`src/rtl/alu_com.sv`:
```
// Shared alu operation encoding used by the alu and its initiators.
// Codes outside the named set are reserved and treated as illegal.
package alu_com;

  typedef logic [3:0] aluop;

  localparam aluop aluopADD = 4'd0;
  localparam aluop aluopSUB = 4'd1;
  localparam aluop aluopAND = 4'd2;
  localparam aluop aluopOR  = 4'd3;
  localparam aluop aluopXOR = 4'd4;
  localparam aluop aluopSHL = 4'd5;
  localparam aluop aluopSHR = 4'd6;

endpackage

```
`src/rtl/alu_cmd_issuer.sv`:
```
// Command FIFO in front of a combinational alu; one issue per cycle,
// result captured into a valid/ready response register.
module alu_cmd_issuer
  import alu_com::*;
#(
  parameter int WIDTH = 32,
  parameter int DEPTH = 4,
  parameter int TAG_W = 4
) (
  input  logic             clk_i,
  input  logic             rst_ni,
  input  logic             cmd_valid_i,
  output logic             cmd_ready_o,
  input  logic [WIDTH-1:0] cmd_a_i,
  input  logic [WIDTH-1:0] cmd_b_i,
  input  aluop             cmd_op_i,
  input  logic [TAG_W-1:0] cmd_tag_i,
  input  logic             flush_i,
  output logic [WIDTH-1:0] alu_a_o,
  output logic [WIDTH-1:0] alu_b_o,
  output aluop             alu_op_o,
  input  logic [WIDTH-1:0] alu_data_i,
  output logic             rsp_valid_o,
  input  logic             rsp_ready_i,
  output logic [WIDTH-1:0] rsp_data_o,
  output logic [TAG_W-1:0] rsp_tag_o,
  output logic             rsp_zero_o,
  output logic             rsp_err_o,
  output logic [15:0]      issued_o
);

  localparam int AW = $clog2(DEPTH);
  localparam logic [AW:0] PTR_ONE = 1;

  typedef enum logic [1:0] {
    IDLE,
    RUN,
    STALL
  } state_t;

  state_t state_q, state_d;

  logic [WIDTH-1:0] mem_a   [DEPTH];
  logic [WIDTH-1:0] mem_b   [DEPTH];
  aluop             mem_op  [DEPTH];
  logic [TAG_W-1:0] mem_tag [DEPTH];

  logic [AW:0]      wp, rp;
  logic [AW-1:0]    wa, ra;
  logic             empty, full;
  logic             push, issue;
  logic             err;
  logic [WIDTH-1:0] res;

  assign wa    = wp[AW-1:0];
  assign ra    = rp[AW-1:0];
  assign empty = (wp == rp);
  assign full  = (wp[AW] != rp[AW]) && (wa == ra);

  assign cmd_ready_o = !full;

  assign push  = cmd_valid_i && !full && !flush_i;
  assign issue = !empty && (!rsp_valid_o || rsp_ready_i) && !flush_i;

  // Bus is parked at zero/ADD whenever nothing is issued.
  assign alu_a_o  = issue ? mem_a[ra]  : '0;
  assign alu_b_o  = issue ? mem_b[ra]  : '0;
  assign alu_op_o = issue ? mem_op[ra] : aluopADD;

  always_comb begin
    err = 1'b1;
    unique case (mem_op[ra])
      aluopADD, aluopSUB, aluopAND, aluopOR,
      aluopXOR, aluopSHL, aluopSHR: err = 1'b0;
      default: err = 1'b1;
    endcase
  end

  assign res = err ? '0 : alu_data_i;

  always_ff @(posedge clk_i or negedge rst_ni) begin
    if (!rst_ni) begin
      wp <= '0;
      rp <= '0;
    end else if (flush_i) begin
      rp <= wp;
    end else begin
      if (push)  wp <= wp + PTR_ONE;
      if (issue) rp <= rp + PTR_ONE;
    end
  end

  always_ff @(posedge clk_i) begin
    if (push) begin
      mem_a[wa]   <= cmd_a_i;
      mem_b[wa]   <= cmd_b_i;
      mem_op[wa]  <= cmd_op_i;
      mem_tag[wa] <= cmd_tag_i;
    end
  end

  always_ff @(posedge clk_i or negedge rst_ni) begin
    if (!rst_ni) begin
      rsp_valid_o <= 1'b0;
      rsp_data_o  <= '0;
      rsp_tag_o   <= '0;
      rsp_zero_o  <= 1'b0;
      rsp_err_o   <= 1'b0;
    end else if (flush_i) begin
      rsp_valid_o <= 1'b0;
    end else if (issue) begin
      rsp_valid_o <= 1'b1;
      rsp_data_o  <= res;
      rsp_tag_o   <= mem_tag[ra];
      rsp_zero_o  <= (res == '0);
      rsp_err_o   <= err;
    end else if (rsp_ready_i) begin
      rsp_valid_o <= 1'b0;
    end
  end

  always_ff @(posedge clk_i or negedge rst_ni) begin
    if (!rst_ni)    issued_o <= '0;
    else if (issue) issued_o <= issued_o + 16'd1;
  end

  always_ff @(posedge clk_i or negedge rst_ni) begin
    if (!rst_ni) state_q <= IDLE;
    else         state_q <= state_d;
  end

  always_comb begin
    state_d = state_q;
    if (flush_i) begin
      state_d = IDLE;
    end else begin
      unique case (state_q)
        IDLE: if (push) state_d = RUN;
        RUN: begin
          if (rsp_valid_o && !rsp_ready_i && !empty)
            state_d = STALL;
          else if (empty && !push && (!rsp_valid_o || rsp_ready_i))
            state_d = IDLE;
        end
        STALL: if (rsp_ready_i) state_d = RUN;
        default: state_d = IDLE;
      endcase
    end
  end

endmodule

```
`config.mk`:
```
export PLATFORM = sky130hd
export DESIGN_NAME = alu_cmd_issuer
export DESIGN_NICKNAME = d
export VERILOG_FILES = /design/src/rtl/alu_com.sv /design/src/rtl/alu_cmd_issuer.sv
export SDC_FILE = /design/constraint.sdc
export NUM_CORES = 1
export LEC_CHECK = 0
export BUFFER_PORTS_ARGS = -buffer_cell sky130_fd_sc_hd__clkbuf_2
export CAP_MARGIN = 20
export CORE_MARGIN = 1.5
export CORE_UTILIZATION = 25
export DETAILED_ROUTE_END_ITERATION = 12
export PLACE_DENSITY = 0.53
export SKIP_LAST_GASP = 1
export SYNTH_ARGS = -nofsm -noshare
export SYNTH_HDL_FRONTEND = slang
export SYNTH_SLANG_ARGS = --single-unit
```
`constraint.sdc`:
```
create_clock -name clk_i -period 3.36 [get_ports clk_i]
set_input_delay 0.672 -clock clk_i [delete_from_list [all_inputs] [get_ports clk_i]]
set_output_delay 0.672 -clock clk_i [all_outputs]
set_load 0.02 [all_outputs]
```
==> results.yml <==
status:
  outcome: "completed"
cts:
  clk_pin_slew_ps: 60
  clkLatencyLatePin_ps: 560
  numCtsBuffers: 39
  clkSinkCount: 349
  cts_max_level: 2
  clk_path_buf_depth: 3
  cts_tree: "yes"
  cts-root-buf: "clkbuf_16"
placed_design:
  place_hpwl_mm: 18.8
  place_congestion: 0.776
  io_buffers: 232
  dp_slack_ps: 730
  dp.cells: 1573
drt:
  vias: 7139
  drc_errors: 0
  drtAntennaViolNets: 0
  routed.top_layer: "met5"
  wl_met1_mm: 13.2
  wl_per_cell_um: 18.4
  met3_length_mm: 2.24
  dr_wl_met2_mm: 14.3
  via_per_inst: 4.33
  drt_iter0_drc: 319
  wirelength_mm: 30.4
  first_pass_iters: 4
timing:
  fin_crit_ps: 3080
  worst_pin_slew_ps: 576
  finalHoldViolCount: 0
  setup_ws_ps: 281
  slew_headroom_pct: 61.6
  fmax_mhz: 325
  rsz0062_at_grt: "no"
  period_share_pct: 91.6
  skew_ps: 22.4
  setup_viol: 0
  holdWs_ps: 324
  drv_slew: 0
  final.setup.tns_ps: 0
yosys:
  ys_types: 35
  yosys_warnings: 0
  netlist_area_um2: 13400
  seq_area_frac_synth_pct: 75.7
  synthCells: 668
  synth_nets: 783
  synth-seq-cells: 349
  syn_area_per_cell_um2: 20.1
critical_path:
  crit_path_start_kind: "flip-flop"
  crit_type: "reg2out"
  cp_max_fo: 51
  crit_chain: "xnor2_1 -> a311oi_4 -> buf_12 -> and2_1 -> clkbuf_2"
  setup.worst_path.end_class: "primary output"
  critPathSlowestCell: "dfrtp_4"
  required_ps: 2690
  arrival_ps: 2410
  critPathMaxStageDelay_ps: 510
die:
  core_area_um2: 52900
  num_rows: 84
  dieArea_um2: 55200
  chipHeight_um: 235
  die_x_um: 235
  start_util_pct: 25.4
  io_pins: 233
power:
  finalPower_mw: 14.6
  p_per_area_nw_per_um2: 864
  ir_drop_mv: 0.500
  p_leak_nw: 6.19
cells_and_area:
  area_growth_syn_to_layout_pct: 25.6
  drive_gt1_share_pct: 40.4
  layout.cells.non_filler: 1648
  nNetsFinal: 1043
min_path:
  worstHoldPathType: "in2reg"
global_routing:
  grt_pass1_wl_mm: 46.6
  grt_start_max_net_pins: 52
  grtUsageTotal_pct: 11.0
  first_global_vias: 7572
  antenna_found_initial: 5
  gr-total-overflow: 0
job:
  cap_violations: 0
-- worst paths after layout --
path / start / to / slack [ps] / cells past startpoint
setup / recovery: rp[1] / alu_b_o[21] / 280 / 5
setup reg to reg: rp[0] / mem_b[2][18] / 790 / 5
min in group asynchronous: rst_ni / rsp_data_o[14] / 470 / 2
hold / removal: cmd_a_i[19] / mem_a[1][19] / 320 / 1
hold reg to reg: rsp_tag_o[0] / rsp_tag_o[0] / 470 / 2
max in group asynchronous: rst_ni / rsp_data_o[29] / 2230 / 4
-- kinds of logic (layout without fill, tap and decap cells) --
kind of cell | count (synthesis) | count (layout) | synth area share [%]
AOI/OAI and AO/OA | 43 | 43 | 2.76
other | 0 | 1 | 0
adders and majority gates | 6 | 6 | 0.559
muxes | 73 | 73 | 12.1
DFF | 349 | 349 | 75.7
and+or+nand+nor | 136 | 136 | 5.82
xor gates and xnor gates | 25 | 25 | 1.63
buffers and inverters | 36 | 327 | 1.38
-- worst max-delay path, delay by kind of cell (launching register included) --
| family | cells | cell delay, ps |
|---|---|---|
| AND/OR/NAND/NOR | 1 | 230 |
| buffers and inverters | 2 | 450 |
| flip-flops | 1 | 510 |
| XOR/XNOR | 1 | 220 |
| AO/OA/AOI/OAI | 1 | 390 |
-- registers in the layout, summed over array words and instances (netlist names), 3 cells and up --
signal	count
issued_o	16
wp	3
mem_a	128
mem_tag	16
rsp_tag_o	4
rsp_data_o	32
rp	3
mem_b	128
mem_op	16
-- cell usage after synthesis --
| library cell | count | share of area (%) |
|---|---|---|
| nand4_1 | 9 | 0.42 |
| nand2b_1 | 1 | 0.047 |
| xor2_1 | 10 | 0.65 |
| mux2i_1 | 1 | 0.074 |
| and3_1 | 2 | 0.093 |
| dfrtp_1 | 61 | 11 |
| a311oi_2 | 1 | 0.11 |
| a41oi_1 | 1 | 0.065 |
| nor4_1 | 9 | 0.42 |
| and2_1 | 73 | 3.4 |
| nand2_1 | 24 | 0.67 |
| nor3_1 | 4 | 0.15 |
| inv_1 | 3 | 0.084 |
| nand3_1 | 5 | 0.19 |
| a22o_1 | 32 | 2.1 |
| buf_4 | 1 | 0.056 |
| or2_2 | 1 | 0.047 |
| ha_1 | 6 | 0.56 |
| buf_2 | 13 | 0.48 |
| o21ai_0 | 4 | 0.15 |
| xnor2_1 | 15 | 0.98 |
| mux4_2 | 72 | 12 |
| clkbuf_1 | 13 | 0.36 |
| edfxtp_1 | 288 | 64 |
| nor2_1 | 5 | 0.14 |
| o311ai_0 | 1 | 0.065 |
| nor2b_1 | 1 | 0.047 |
| o311ai_2 | 1 | 0.12 |
| buf_1 | 2 | 0.056 |
| nor3_4 | 1 | 0.12 |
| a31oi_1 | 1 | 0.047 |
| a21oi_1 | 1 | 0.037 |
| and3_4 | 1 | 0.084 |
| buf_6 | 4 | 0.34 |
| o311a_1 | 1 | 0.074 |
-- metal layers --
layer  GRT usage [%]  up-vias
li1                -     3199
met1            14.0     3660
met2            17.4      236
met3            3.95       38
met4            3.78        6
met5               0        -
-- through the flow --
step | util, % | instance area, um^2
floorplan | - | 13400
global placement | 29.5 | 15600
finish | 31.9 | 16900
CTS | 31.9 | 16800
global route | 31.9 | 16900
detailed placement | 29.5 | 15600
-- layout make-up --
| class | count | area, um^2 |
|---|---|---|
| clock inverter | 23 | 230 |
| clock buffer | 49 | 1010 |
| multi-input combinational | 283 | 3110 |
| sequential | 349 | 10200 |
| timing repair buffer | 252 | 1460 |
| tap | 688 | 861 |
| antenna | 1 | 2.50 |
| inverter | 3 | 11.3 |
| fill | 5170 | 36000 |
-- layout by cell type (no fill, tap or decap), types with 2 or more instances in the layout --
master,count
nor2_1,5
dfrtp_1,59
xnor2_1,15
clkbuf_2,232
buf_12,12
nand3_1,5
nor3_1,4
clkinvlp_4,3
clkbuf_16,39
nor4_1,9
edfxtp_1,288
nand2_1,24
buf_4,7
clkinv_2,4
inv_1,3
bufinv_16,3
and3_1,2
and2_4,4
nand4_1,9
dfrtp_4,2
a22o_1,32
mux4_2,72
clkbuf_1,10
o21ai_0,4
xor2_1,10
ha_1,6
and2_1,69
clkinv_1,9
-- what timing repair did --
action	4_1_cts	5_1_grt
setup buffers	0	0
resized for setup	0	0
endpoints found under the setup margin	0	0
hold buffers	0	1
endpoints found under the hold margin	0	2
-- report_power, final --
| group | total, mW | internal, mW | switching, mW |
|---|---|---|---|
| clock | 4.14 | 2.39 | 1.75 |
| sequential | 5.75 | 5.44 | 0.305 |
| combinational | 4.69 | 1.93 | 2.76 |
Power figures use the tool's default switching activity.
